<file path="src/rtl/mult_pkg.sv">
// Shared types and constants for the sequential add-shift signed multiplier.
package mult_pkg;

    // Default operand width; must be a multiple of 4 to match the adder slices.
    localparam int MULT_WIDTH = 8;
    localparam int MULT_CNT_W = $clog2(MULT_WIDTH);

    // Iteration counter type for the default width.
    typedef logic [MULT_CNT_W-1:0] count_t;

    // Controller states.
    typedef enum logic [1:0] {
        ST_IDLE  = 2'd0,
        ST_ADD   = 2'd1,
        ST_SHIFT = 2'd2,
        ST_DONE  = 2'd3
    } state_t;

endpackage

</file>
<file path="src/rtl/add_sub9.sv">
// Sign-extending W+1 bit add/subtract built from 4-bit carry-select slices
// plus a 1-bit top stage producing the sign of the exact result.
module add_sub9 #(
    parameter int W = 8
) (
    input  logic [W-1:0] a,
    input  logic [W-1:0] s,
    input  logic         sub,
    output logic [W:0]   sum
);

    localparam int NSL = W / 4;

    logic [W-1:0] w_s_eff;
    logic [NSL:0] w_carry;

    // Subtraction is a + ~s + 1: invert s here and feed sub as the first carry-in.
    assign w_s_eff    = s ^ {W{sub}};
    assign w_carry[0] = sub;

    genvar gi;
    generate
        for (gi = 0; gi < NSL; gi = gi + 1) begin : g_slice
            logic [4:0] w_sum0;
            logic [4:0] w_sum1;

            // Both carry-in outcomes are precomputed; the incoming carry only selects.
            assign w_sum0 = {1'b0, a[gi*4 +: 4]} + {1'b0, w_s_eff[gi*4 +: 4]};
            assign w_sum1 = {1'b0, a[gi*4 +: 4]} + {1'b0, w_s_eff[gi*4 +: 4]} + 5'd1;

            assign sum[gi*4 +: 4] = w_carry[gi] ? w_sum1[3:0] : w_sum0[3:0];
            assign w_carry[gi+1]  = w_carry[gi] ? w_sum1[4]   : w_sum0[4];
        end
    endgenerate

    // Top stage adds the sign-extension bits of both operands so the result is exact.
    assign sum[W] = a[W-1] ^ w_s_eff[W-1] ^ w_carry[NSL];

endmodule

</file>
<file path="src/rtl/booth_free_mult8.sv">
// Sequential add-shift two's complement multiplier: one ADD and one SHIFT
// cycle per multiplier bit, final iteration subtracts. Product in {aval, bval}.
module booth_free_mult8 import mult_pkg::*; #(
    parameter int WIDTH = MULT_WIDTH
) (
    input  logic             Clk,
    input  logic             Reset,
    input  logic             run,
    input  logic             clra_ldb,
    input  logic [WIDTH-1:0] sw,
    output logic [WIDTH-1:0] aval,
    output logic [WIDTH-1:0] bval,
    output logic             x,
    output logic             busy,
    output logic             done
);

    localparam int CNT_W = $clog2(WIDTH);
    localparam logic [CNT_W-1:0] LAST_ITER = CNT_W'(WIDTH - 1);

    state_t           r_state;
    logic [WIDTH-1:0] r_a;
    logic [WIDTH-1:0] r_b;
    logic [WIDTH-1:0] r_s;
    logic             r_x;
    logic [CNT_W-1:0] r_count;
    logic             r_busy;
    logic             r_done;

    logic             w_sub;
    logic [WIDTH:0]   w_sum;

    // The multiplier's top bit carries negative weight, so its partial product is subtracted.
    assign w_sub = (r_count == LAST_ITER);

    add_sub9 #(
        .W (WIDTH)
    ) u_add_sub (
        .a   (r_a),
        .s   (r_s),
        .sub (w_sub),
        .sum (w_sum)
    );

    // Controller and datapath registers; busy/done are registered from the current state.
    always_ff @(posedge Clk) begin
        if (Reset) begin
            r_state <= ST_IDLE;
            r_a     <= '0;
            r_b     <= '0;
            r_s     <= '0;
            r_x     <= 1'b0;
            r_count <= '0;
            r_busy  <= 1'b0;
            r_done  <= 1'b0;
        end else begin
            r_busy <= (r_state == ST_ADD) || (r_state == ST_SHIFT);
            r_done <= (r_state == ST_DONE);
            case (r_state)
                ST_IDLE: begin
                    if (clra_ldb) begin
                        r_a <= '0;
                        r_x <= 1'b0;
                        r_b <= sw;
                    end else if (run) begin
                        r_a     <= '0;
                        r_x     <= 1'b0;
                        r_s     <= sw;
                        r_count <= '0;
                        r_state <= ST_ADD;
                    end
                end
                ST_ADD: begin
                    if (r_b[0]) begin
                        {r_x, r_a} <= w_sum;
                    end
                    r_state <= ST_SHIFT;
                end
                ST_SHIFT: begin
                    r_a     <= {r_x, r_a[WIDTH-1:1]};
                    r_b     <= {r_a[0], r_b[WIDTH-1:1]};
                    r_count <= r_count + CNT_W'(1);
                    r_state <= (r_count == LAST_ITER) ? ST_DONE : ST_ADD;
                end
                ST_DONE: begin
                    // No auto-restart: run must drop before another multiply can begin.
                    if (!run) begin
                        r_state <= ST_IDLE;
                    end
                end
                default: begin
                    r_state <= ST_IDLE;
                end
            endcase
        end
    end

    assign aval = r_a;
    assign bval = r_b;
    assign x    = r_x;
    assign busy = r_busy;
    assign done = r_done;

endmodule

</file>
<file path="config.mk">
export PLATFORM = sky130hd
export DESIGN_NAME = booth_free_mult8
export DESIGN_NICKNAME = d
export VERILOG_FILES = /design/src/rtl/mult_pkg.sv /design/src/rtl/add_sub9.sv /design/src/rtl/booth_free_mult8.sv
export SDC_FILE = /design/constraint.sdc
export NUM_CORES = 1
export LEC_CHECK = 0
export ABC_AREA = 1
export BUFFER_PORTS_ARGS = -buffer_cell sky130_fd_sc_hd__buf_2
export CORE_MARGIN = 2
export CORE_UTILIZATION = 55
export DETAILED_ROUTE_END_ITERATION = 6
export PLACE_DENSITY = 0.81
export SETUP_SLACK_MARGIN = 0.4
export SLEW_MARGIN = 10
export SYNTH_ARGS = -nofsm -noshare
export SYNTH_HDL_FRONTEND = slang
export SYNTH_HIERARCHICAL = 1
export SYNTH_SLANG_ARGS = --single-unit
</file>
<file path="constraint.sdc">
create_clock -name Clk -period 4 [get_ports Clk]
set_clock_uncertainty 0.1 [all_clocks]
set_input_delay 0.4 -clock Clk [delete_from_list [all_inputs] [get_ports Clk]]
set_output_delay 0.4 -clock Clk [all_outputs]
set_load 0.05 [all_outputs]
</file>
-- Word level (Yosys, flattened, before mapping)
Index checks and enable logic that the tools add are counted.
- flip-flop bits (word level): 32
- add/sub/neg operators: 5
- equal/unequal tests: 10
- mux-type cells: 22
- bitwise operators: 4
- reductions and logical operators: 11
- operator list (cell ; number):
    $mux W8 ; 4
    $pmux W8 S3 ; 1
    $pmux W8 S2 ; 1
    $reduce_and A3 Y1 ; 5
    $add A4 B4 Y5 ; 2
    $add A5 B1 Y5 const B ; 2
    $ne A2 B2 Y1 const B ; 5
    $mux W2 ; 4
    $mux W4 ; 2
    $pmux W2 S4 ; 1
    $xor A8 B8 Y8 ; 1
    $mux W3 ; 2
    $pmux W3 S2 ; 1
    $mux W1 ; 5
    $eq A2 B2 Y1 const B ; 2
    $reduce_bool A2 Y1 ; 2
    $add A3 B1 Y3 const B ; 1
    $eq A3 B3 Y1 const B ; 1
    $ne A3 B3 Y1 const B ; 1
    $reduce_bool A3 Y1 ; 1
    $eq A2 B1 Y1 const B ; 1
    $logic_not A2 Y1 ; 1
    $pmux W1 S2 ; 1
    $reduce_and A2 Y1 ; 1
    3 further kinds ; 4

-- Longest topological paths before layout
Gate-level depths: netlist of the first run.
- depth after elaboration: 9
- mapped depth: 22
- gate-level depth less buffers: 21

-- By module
The synthesis of the first run kept the hierarchy.
- by module, submodules not included (module ; times used ; cells each ; area an instance (µm²) ; seq. area each (µm²)):
    booth_free_mult8 ; 1 ; 249 ; 1646.6 ; 640.6
    add_sub9 ; 1 ; 95 ; 641.9 ; 0.0

-- Worst setup path before layout of the first run
No wires, ideal clock.
- kind: register to register
- start point: register r_count[0]
- end point: register r_a[4], in the netlist aval[4]
- arrival: 2.867 ns
- data required time: 3.785 ns
- setup slack: 0.918 ns
- stages on the path, launching flop included: 22
- path buffers: 1
- cells stage by stage: dfxtp_1 -> ha_1 -> ha_1 -> buf_2 -> xor2_1 -> ha_1 -> inv_1 -> fa_1 -> inv_1 -> ha_1 -> nand2_1 -> nor2_4 -> nand3_2 -> nand2_2 -> nand2_4 -> xor2_1 -> nand2_1 -> nand2_1 -> nand2_1 -> nand3_1 -> nand2_1 -> nor2_1
- cells in the longest elaborated chain, start to end: 8
- ends and longest elaborated chain (what ; line ; text):
    start: declaration ; booth_free_mult8.sv:26 ; logic [CNT_W-1:0] r_count;
    start signal: assignment ; booth_free_mult8.sv:82 ; r_count <= r_count + CNT_W'(1);
    $eq A3 B3 Y1 (*) ; booth_free_mult8.sv:34 ; assign w_sub = (r_count == LAST_ITER);
    named net w_sub ; booth_free_mult8.sv:30 ; logic w_sub;
    $xor A8 B8 Y8 ; add_sub9.sv:18 ; assign w_s_eff = s ^ {W{sub}};
    $add A4 B4 Y5 ; add_sub9.sv:28, add_sub9.sv:29 ;
    $add A5 B1 Y5 ; add_sub9.sv:29 ; assign w_sum1 = {1'b0, a[gi*4 +: 4]} + {1'b0, w_s_eff[gi*4 +: 4]} + 5'd1;
    $mux W1 ; add_sub9.sv:32 ; assign w_carry[gi+1] = w_carry[gi] ? w_sum1[4] : w_sum0[4];
    $mux W4 (*) ; add_sub9.sv:31 ; assign sum[gi*4 +: 4] = w_carry[gi] ? w_sum1[3:0] : w_sum0[3:0];
    named net w_sum[4] ; booth_free_mult8.sv:31 ; logic [WIDTH:0] w_sum;
    $mux W8 (*) ; booth_free_mult8.sv:74 ; if (r_b[0]) begin
    $pmux W8 S3 (*) ; booth_free_mult8.sv:59 ; case (r_state)
    end signal: assignment ; booth_free_mult8.sv:75 ; {r_x, r_a} <= w_sum;
    end signal: assignment ; booth_free_mult8.sv:80 ; r_a <= {r_x, r_a[WIDTH-1:1]};
    end: declaration ; booth_free_mult8.sv:22 ; logic [WIDTH-1:0] r_a;
Mark *: on every way through the listed nets, which the timed path passes. The rest lies on a longest branch. The select of a mux whose other input is x is not followed.
A chain may end at the register's enable or synchronous reset.

-- Final worst setup path of the first run
- start point: register r_count[0]
- end point: register r_a[7], in the netlist aval[7]
Same word-level chain as after synthesis.

==> impl_metrics.csv, run 1 <==
group,metric,value,unit
timing,grt_setup_unrepaired,"no",
layout,fin_nets,410,
synth,synth_xor_area_share,4.975,%
cts,path_clk_slew,60,ps
cts,cts_setup_buffers,0,
worst_setup_path,critPathArrivalTime,3430,ps
placed_design,placed_cells,419,
worst_hold_path,hp-start,"Reset",
synth,ys_types,28,
synth,yosysWarnings,6,
pwr,p_leak,0.001405,µW
floorplan,die_x,68.51,µm
timing,period_share,82.89,%
synth,synth_compound_area_share,7.600,%
floorplan,coreArea,4000,µm²
timing,timing.hold.ws,195.1,ps
synth,syn_nets,378,
worst_setup_path,rr_worst_depth,21,
synth,syn_avg_cell_area,6.652,µm²
cts,numCtsBuffers,5,
timing,setup_tns,0,ps
synth,syn_inst,344,
detailed_routing,wl,4.902,mm
synth,yosysMostFrequentCell,"nand2_1",
timing,period_minus_slack,3315,ps
floorplan,initial_core_util,57.21,%
synth,synth_common_cells,"nand2_1, nor2_1, dfxtp_1, inv_1, ha_1",
job,maxCapViolations,0,
placed_design,pre_cts_slack,714.8,ps
global_routing,grt_max_degree,31,
run_status,status,"finished, final reports clean",
detailed_routing,viasPerCell,5.066,
worst_setup_path,cp-end-kind,"flop",
cts,clk_latency,280,ps
synth,synth_top_area_cell,"dfxtp_1",
cts,cts_htree_levels,2,
synth,async_flop_share,0,%
synth,synth-edff-count,0,
detailed_routing,dr.first_iter.drc_count,97,
timing,finalHoldViolCount,0,
placed_design,dp_hpwl,3.769,mm
synth,synthMuxAreaShare,0,%
synth,ys_ff_latch,32,
pwr,ir_worst_vdd,450.5,µV
worst_setup_path,critical_path.slowest_cell,"fa_1",
timing,drv_slew,0,
timing,max_freq,301.6,MHz
synth,yosys-top-cells-area,"dfxtp_1, nand2_1, ha_1",
cts,numClockSinks,32,
cts,clock-root-buffer,"clkbuf_8",
synth,synth-simple-area-share,39.20,%
detailed_routing,drc,0,
worst_setup_path,critPathLaunch,"r_count[0]$_SDFFE_PP0P_",
timing,setup_violations,0,
timing,tightestPinTransition,817.4,ps
cts,ctsLongestPathBuffers,2,
pwr,p_total,2069,µW
detailed_routing,ant_nets,0,
cts,ctsResizeCount,0,
global_routing,grt_pass1_wl,8.086,mm
worst_setup_path,critical_path_depth,21,
worst_setup_path,crit_type,"flop to flop",
synth,synth_area,2288,µm²
layout,drive_gt1_share,16.04,%
detailed_routing,vias,2148,
placed_design,gp_congestion,0.8144,
layout,diodes,0,
worst_setup_path,cp_max_fo,14,
worst_setup_path,reg2reg_to,"aval[7]$_SDFFE_PP0P_",
floorplan,num_rows,23,
global_routing,grt.total_usage,23.06,%
layout,final_cells,424,
worst_setup_path,worstSetupStartpointType,"flop",
timing,slew-limit-headroom,45.45,%
layout,area_delta_synth_final,11.32,%
synth,synth_top_family_by_area,"simple AND/OR/NAND/NOR gates",
timing,worst_slack,684.6,ps
worst_setup_path,crit_end,"aval[7]$_SDFFE_PP0P_",
worst_hold_path,hold_path_class,"input pin to flop",
global_routing,grt_pass1_vias,1852,
cts,cts_tree,"built",
worst_setup_path,required,4110,ps
floorplan,fp.dieH,68.51,µm
worst_setup_path,rr_startpoint,"r_count[0]$_SDFFE_PP0P_",
synth,synthAdderAreaFrac,12.68,%
worst_setup_path,path_cells,"ha_1 > ha_1 > buf_4 > xor2_1 > ha_1 > inv_1 > fa_1 > inv_1 > ha_1 > nand2_1 > nor2_4 > nand3_2 > nand2_2 > nand2_4 > o21ai_1 > nand2_1 > nand2_1 > nand2_1 > nand3_1 > nand2_1 > nor2_1",
placed_design,port_buffers,30,
detailed_routing,firstDrtPassIters,4,
worst_setup_path,critPathMostFrequentCell,"nand2_1",
worst_setup_path,crit_buf_inv,3,
floorplan,die_area,4693,µm²
floorplan,num_io_pins,31,
cts,cts_hold_buf,0,
layout,num-fill-cells,377,
global_routing,antenna_found_initial,0,
pwr,power_density,812.3,nW/µm²
worst_setup_path,crit_family,"adder cells",
synth,yosysSeqAreaShare,27.99,%
synth,synth_top_cell_area_share,27.99,%
detailed_routing,wl_per_cell,11.56,µm
worst_setup_path,critPathMaxStageDelay,430,ps
synth,postSynth.topFlopCell,"dfxtp_1",
global_routing,grt-ovfl-total,0,
worst_setup_path,rrSetupSlack,680,ps
[kinds of logic after synthesis]
family,Yosys count
XOR/XNOR,13
AND/OR/NAND/NOR,203
flip-flops,32
AO/OA/AOI/OAI,31
buffers and inverters,43
adder cells (fa/ha/maj),22
[per-layer routing]
metal | GRT usage (%) | part of all wire (%) | up-vias | wire length [µm]
met1 | 27.89 | 46 | 955 | 2257
met3 | 4.870 | 4.2 | 13 | 206
met2 | 38.58 | 47 | 48 | 2322
li1 | - | - | 1132 | -
met4 | 11.50 | 2.4 | 0 | 116
met5 | 0 | 0 | - | 0
[flip-flops by register name, summed over array words and instances (netlist names)]
register and flops:
aval 8, done 1, r_count 3, bval 8, r_s 8, busy 1
r_state 2, x 1
[worst register-to-register path, cell delays in order, from the launching register on]
cell and delay (ps):
dfxtp_1 310, ha_1 190, ha_1 170, buf_4 200, xor2_1 180, ha_1 210
inv_1 80, fa_1 430, inv_1 90, ha_1 150, nand2_1 110, nor2_4 170
nand3_2 90, nand2_2 90, nand2_4 80, o21ai_1 150, nand2_1 70, nand2_1 80
nand2_1 40, nand3_1 60, nand2_1 50, nor2_1 130
[worst min path at each step]
stage | to | slack, ps | depth (start not counted)
2_1_floorplan | done$_SDFF_PP0_ | 370 | 1
5_1_grt | done$_SDFF_PP0_ | 210 | 2
4_1_cts | done$_SDFF_PP0_ | 190 | 2
3_3_place_gp | r_s[2]$_SDFFE_PP0P_ | 380 | 2
3_5_place_dp | r_s[2]$_SDFFE_PP0P_ | 390 | 2
6_report | done$_SDFF_PP0_ | 200 | 2
[area by class of cell]
class / count / area (µm²) / area share [%]
Sequential cell: 32 / 640.6 / 25.15
Clock buffer: 5 / 68.82 / 2.701
Multi-Input combinational cell: 269 / 1475 / 57.91
Tap cell: 50 / 62.56 / 2.456
Inverter: 36 / 135.1 / 5.305
Timing Repair Buffer: 32 / 165.2 / 6.483
[placed cells by master (no fill, tap or decap)]
master    synthesis  layout
nand2_1          99      99
nor2_1           65      65
inv_1            32      32
dfxtp_1          32      32
buf_2             3      30
ha_1             20      20
o21ai_0          18      18
nand3_1          17      17
xor2_1           11      11
a21oi_1           8       8
nand2_2           5       5
nand3_2           5       5
clkbuf_8          0       5
inv_2             4       4
nand4_1           3       3
nor3_1            2       2
nand3_4           2       2
nor2_4            2       2
buf_4             0       2
xnor2_1           2       2
nand2_4           2       2
fa_1              2       2
a21oi_4           1       1
o21ai_2           1       1
o21bai_1          1       1
or2_2             1       1
a31oi_1           1       1
o21ai_1           1       1
[stage by stage]
stage | util (%) | area, µm²
floorplan | - | 2288
global placement | 61.96 | 2479
detailed placement | 61.96 | 2479
CTS | 63.68 | 2547
global route | 63.68 | 2547
finish | 63.68 | 2547
[power breakdown]
group	switching [µW]	internal, µW
logic	917	393
clock network	107	112
registers	105	436
total	1130	941
Power figures use the tool's default switching activity.
==> inputs of run 2 (changes only) <==
--- a/config.mk
+++ b/config.mk
@@ -8,9 +8,9 @@
 export ABC_AREA = 1
 export BUFFER_PORTS_ARGS = -buffer_cell sky130_fd_sc_hd__buf_2
 export CORE_MARGIN = 2
-export CORE_UTILIZATION = 55
+export CORE_UTILIZATION = 52
 export DETAILED_ROUTE_END_ITERATION = 6
-export PLACE_DENSITY = 0.81
+export PLACE_DENSITY = 0.8
 export SETUP_SLACK_MARGIN = 0.4
 export SLEW_MARGIN = 10
 export SYNTH_ARGS = -nofsm -noshare
==> constraint.sdc (replaced) <==
create_clock -name Clk -period 2.8 [get_ports Clk]
set_clock_uncertainty 0.1 [all_clocks]
set_input_delay 0.28 -clock Clk [delete_from_list [all_inputs] [get_ports Clk]]
set_output_delay 0.28 -clock Clk [all_outputs]
set_load 0.05 [all_outputs]
==> run 2 against run 1 <==
Effect of this change: the run now ends with negative setup slack left; total power increased by 52%; clock power up 68%; via count is 2.9% higher; sequential share of layout area shrank 1.8 points; largest cell class unchanged.
==> impl_metrics.csv, run 2 (synthesis results as in run 1) <==
group,metric,value,unit
floorplan,num_io_pins,31,
cts,clk_latency,290,ps
run_status,status,"finished, violations left",
worst_setup_path,cp_max_fo,8,
layout,fin_nets,422,
worst_hold_path,hold_path_class,"input pin to flop",
timing,finalHoldViolCount,0,
detailed_routing,vias,2210,
layout,final_cells,441,
cts,path_clk_slew,70,ps
global_routing,grt-ovfl-total,0,
worst_setup_path,critical_path.slowest_cell,"fa_1",
timing,timing.hold.ws,70.82,ps
floorplan,coreArea,4294,µm²
cts,cts_tree,"built",
floorplan,die_x,70.34,µm
detailed_routing,wl,5.085,mm
layout,fin_area,2750,µm²
global_routing,grt_pass1_vias,1996,
placed_design,place_area,2566,µm²
global_routing,grt_pass1_wl,8.411,mm
cts,cts_htree_levels,2,
worst_setup_path,critPathArrivalTime,3010,ps
pwr,p_leak,0.001494,µW
timing,slew-limit-headroom,45.51,%
floorplan,initial_core_util,53.29,%
floorplan,fp.dieH,70.34,µm
placed_design,gp_congestion,0.8220,
floorplan,die_area,4948,µm²
detailed_routing,drc,0,
placed_design,placed_cells,428,
global_routing,grt_max_degree,31,
worst_setup_path,critPathMostFrequentCell,"ha_4",
worst_setup_path,critPathMaxStageDelay,470,ps
worst_setup_path,cp-end-kind,"flop",
global_routing,antenna_found_initial,0,
layout,drive_gt1_share,23.39,%
layout,final_common_cell,"nand2_1",
worst_setup_path,required,2880,ps
cts,ctsLongestPathBuffers,2,
worst_setup_path,worstSetupStartpointType,"flop",
layout,diodes,0,
placed_design,port_buffers,30,
timing,max_freq,341.6,MHz
timing,drv_slew,0,
worst_hold_path,hp-start,"Reset",
timing,grt_setup_unrepaired,"yes",
worst_setup_path,rr_startpoint,"r_count[0]$_SDFFE_PP0P_",
run_status,violations,"negative setup slack",
floorplan,num_rows,24,
detailed_routing,wl_per_cell,11.53,µm
pwr,ir_worst_vdd,619.2,µV
cts,numCtsBuffers,5,
layout,layout_common_cells,"nand2_1, nor2_1, inv_1, dfxtp_1, buf_2",
pwr,p_total,3154,µW
worst_setup_path,crit_type,"flop to flop",
cts,clock-root-buffer,"clkbuf_8",
worst_setup_path,rrSetupSlack,-130,ps
pwr,power_density,1147,nW/µm²
worst_setup_path,path_cells,"ha_4 > ha_4 > xor2_1 > ha_2 > inv_2 > fa_1 > inv_2 > ha_4 > nand2_4 > nor2_4 > nand3_2 > nand2_2 > nand2_4 > buf_4 > nand3_1 > nand2_1 > nand2_1 > a21oi_2 > nor2_1 > nor2_1",
timing,worst_slack,-127.1,ps
placed_design,dp_hpwl,3.708,mm
timing,period_minus_slack,2927,ps
detailed_routing,dr.first_iter.drc_count,92,
detailed_routing,viasPerCell,5.011,
timing,tightestPinTransition,816.4,ps
global_routing,grt.total_usage,20.77,%
cts,numClockSinks,32,
detailed_routing,firstDrtPassIters,4,
job,maxCapViolations,0,
detailed_routing,ant_nets,0,
worst_setup_path,critPathLaunch,"r_count[0]$_SDFFE_PP0P_",
layout,area_delta_synth_final,20.18,%
timing,setup_violations,5,
timing,period_share,104.5,%
run 2: through the flow:
stage	setup WS [ps]	setup TNS (ps)	utilization, %
finish	-127.1	-398.4	64.04
global route	-258.1	-1080	64.04
CTS	-100.8	-352.9	62.27
detailed placement	-89.86	-309.8	59.76
global placement	-49.62	-126.8	59.76
floorplan	-94.35	-326.9	-
run 2: final timing paths:
kind	endpoint	depth (start not counted)
worst min-delay path	done$_SDFF_PP0_	2
worst max-delay path	aval[6]$_SDFFE_PP0P_	20
worst max register to register	aval[6]$_SDFFE_PP0P_	20
worst min register to register	r_s[2]$_SDFFE_PP0P_	2
run 2: worst max-delay path, delay by kind of cell, from the launching register on:
kind                       cells  cell delay, ps
and+or+nand+nor               10             750
AOI/OAI and AO/OA              1              50
DFF                            1             330
buffers and inverters          3             290
xor gates and xnor gates       1             160
adders and majority gates      5            1130
run 2: final cells by class:
type | count | area (µm²)
clock buffer | 6 | 82.58
inverter | 36 | 135.1
fill | 385 | 1544
tap | 52 | 65.06
sequential | 32 | 643.1
clock inverter | 2 | 10.01
multi-input combinational | 269 | 1555
timing repair buffer | 44 | 259.0
run 2: routing by layer:
metal  up-vias  wire length [µm]  track usage (%)
li1       1162                 -                -
met1      1004              2343            25.16
met2        41              2492            36.37
met3         3               211            4.473
met4         0                37            6.624
met5         -                 0                0
run 2: what timing repair did:
| action | in CTS | in global routing |
|---|---|---|
| pin swaps | 1 | 16 |
| hold buffers | 0 | 0 |
| setup buffers | 2 | 3 |
| gates resized for setup | 0 | 12 |
| setup endpoints to repair | 8 | 8 |
run 2: power by group:
group | total [µW] | switching [µW] | leakage, µW | internal [µW]
Sequential | 781 | 154 | 0.000264 | 627
Combinational | 2010 | 1350 | 0.00118 | 653
Clock | 366 | 170 | 0.0000510 | 196
Total | 3150 | 1680 | 0.00149 | 1480
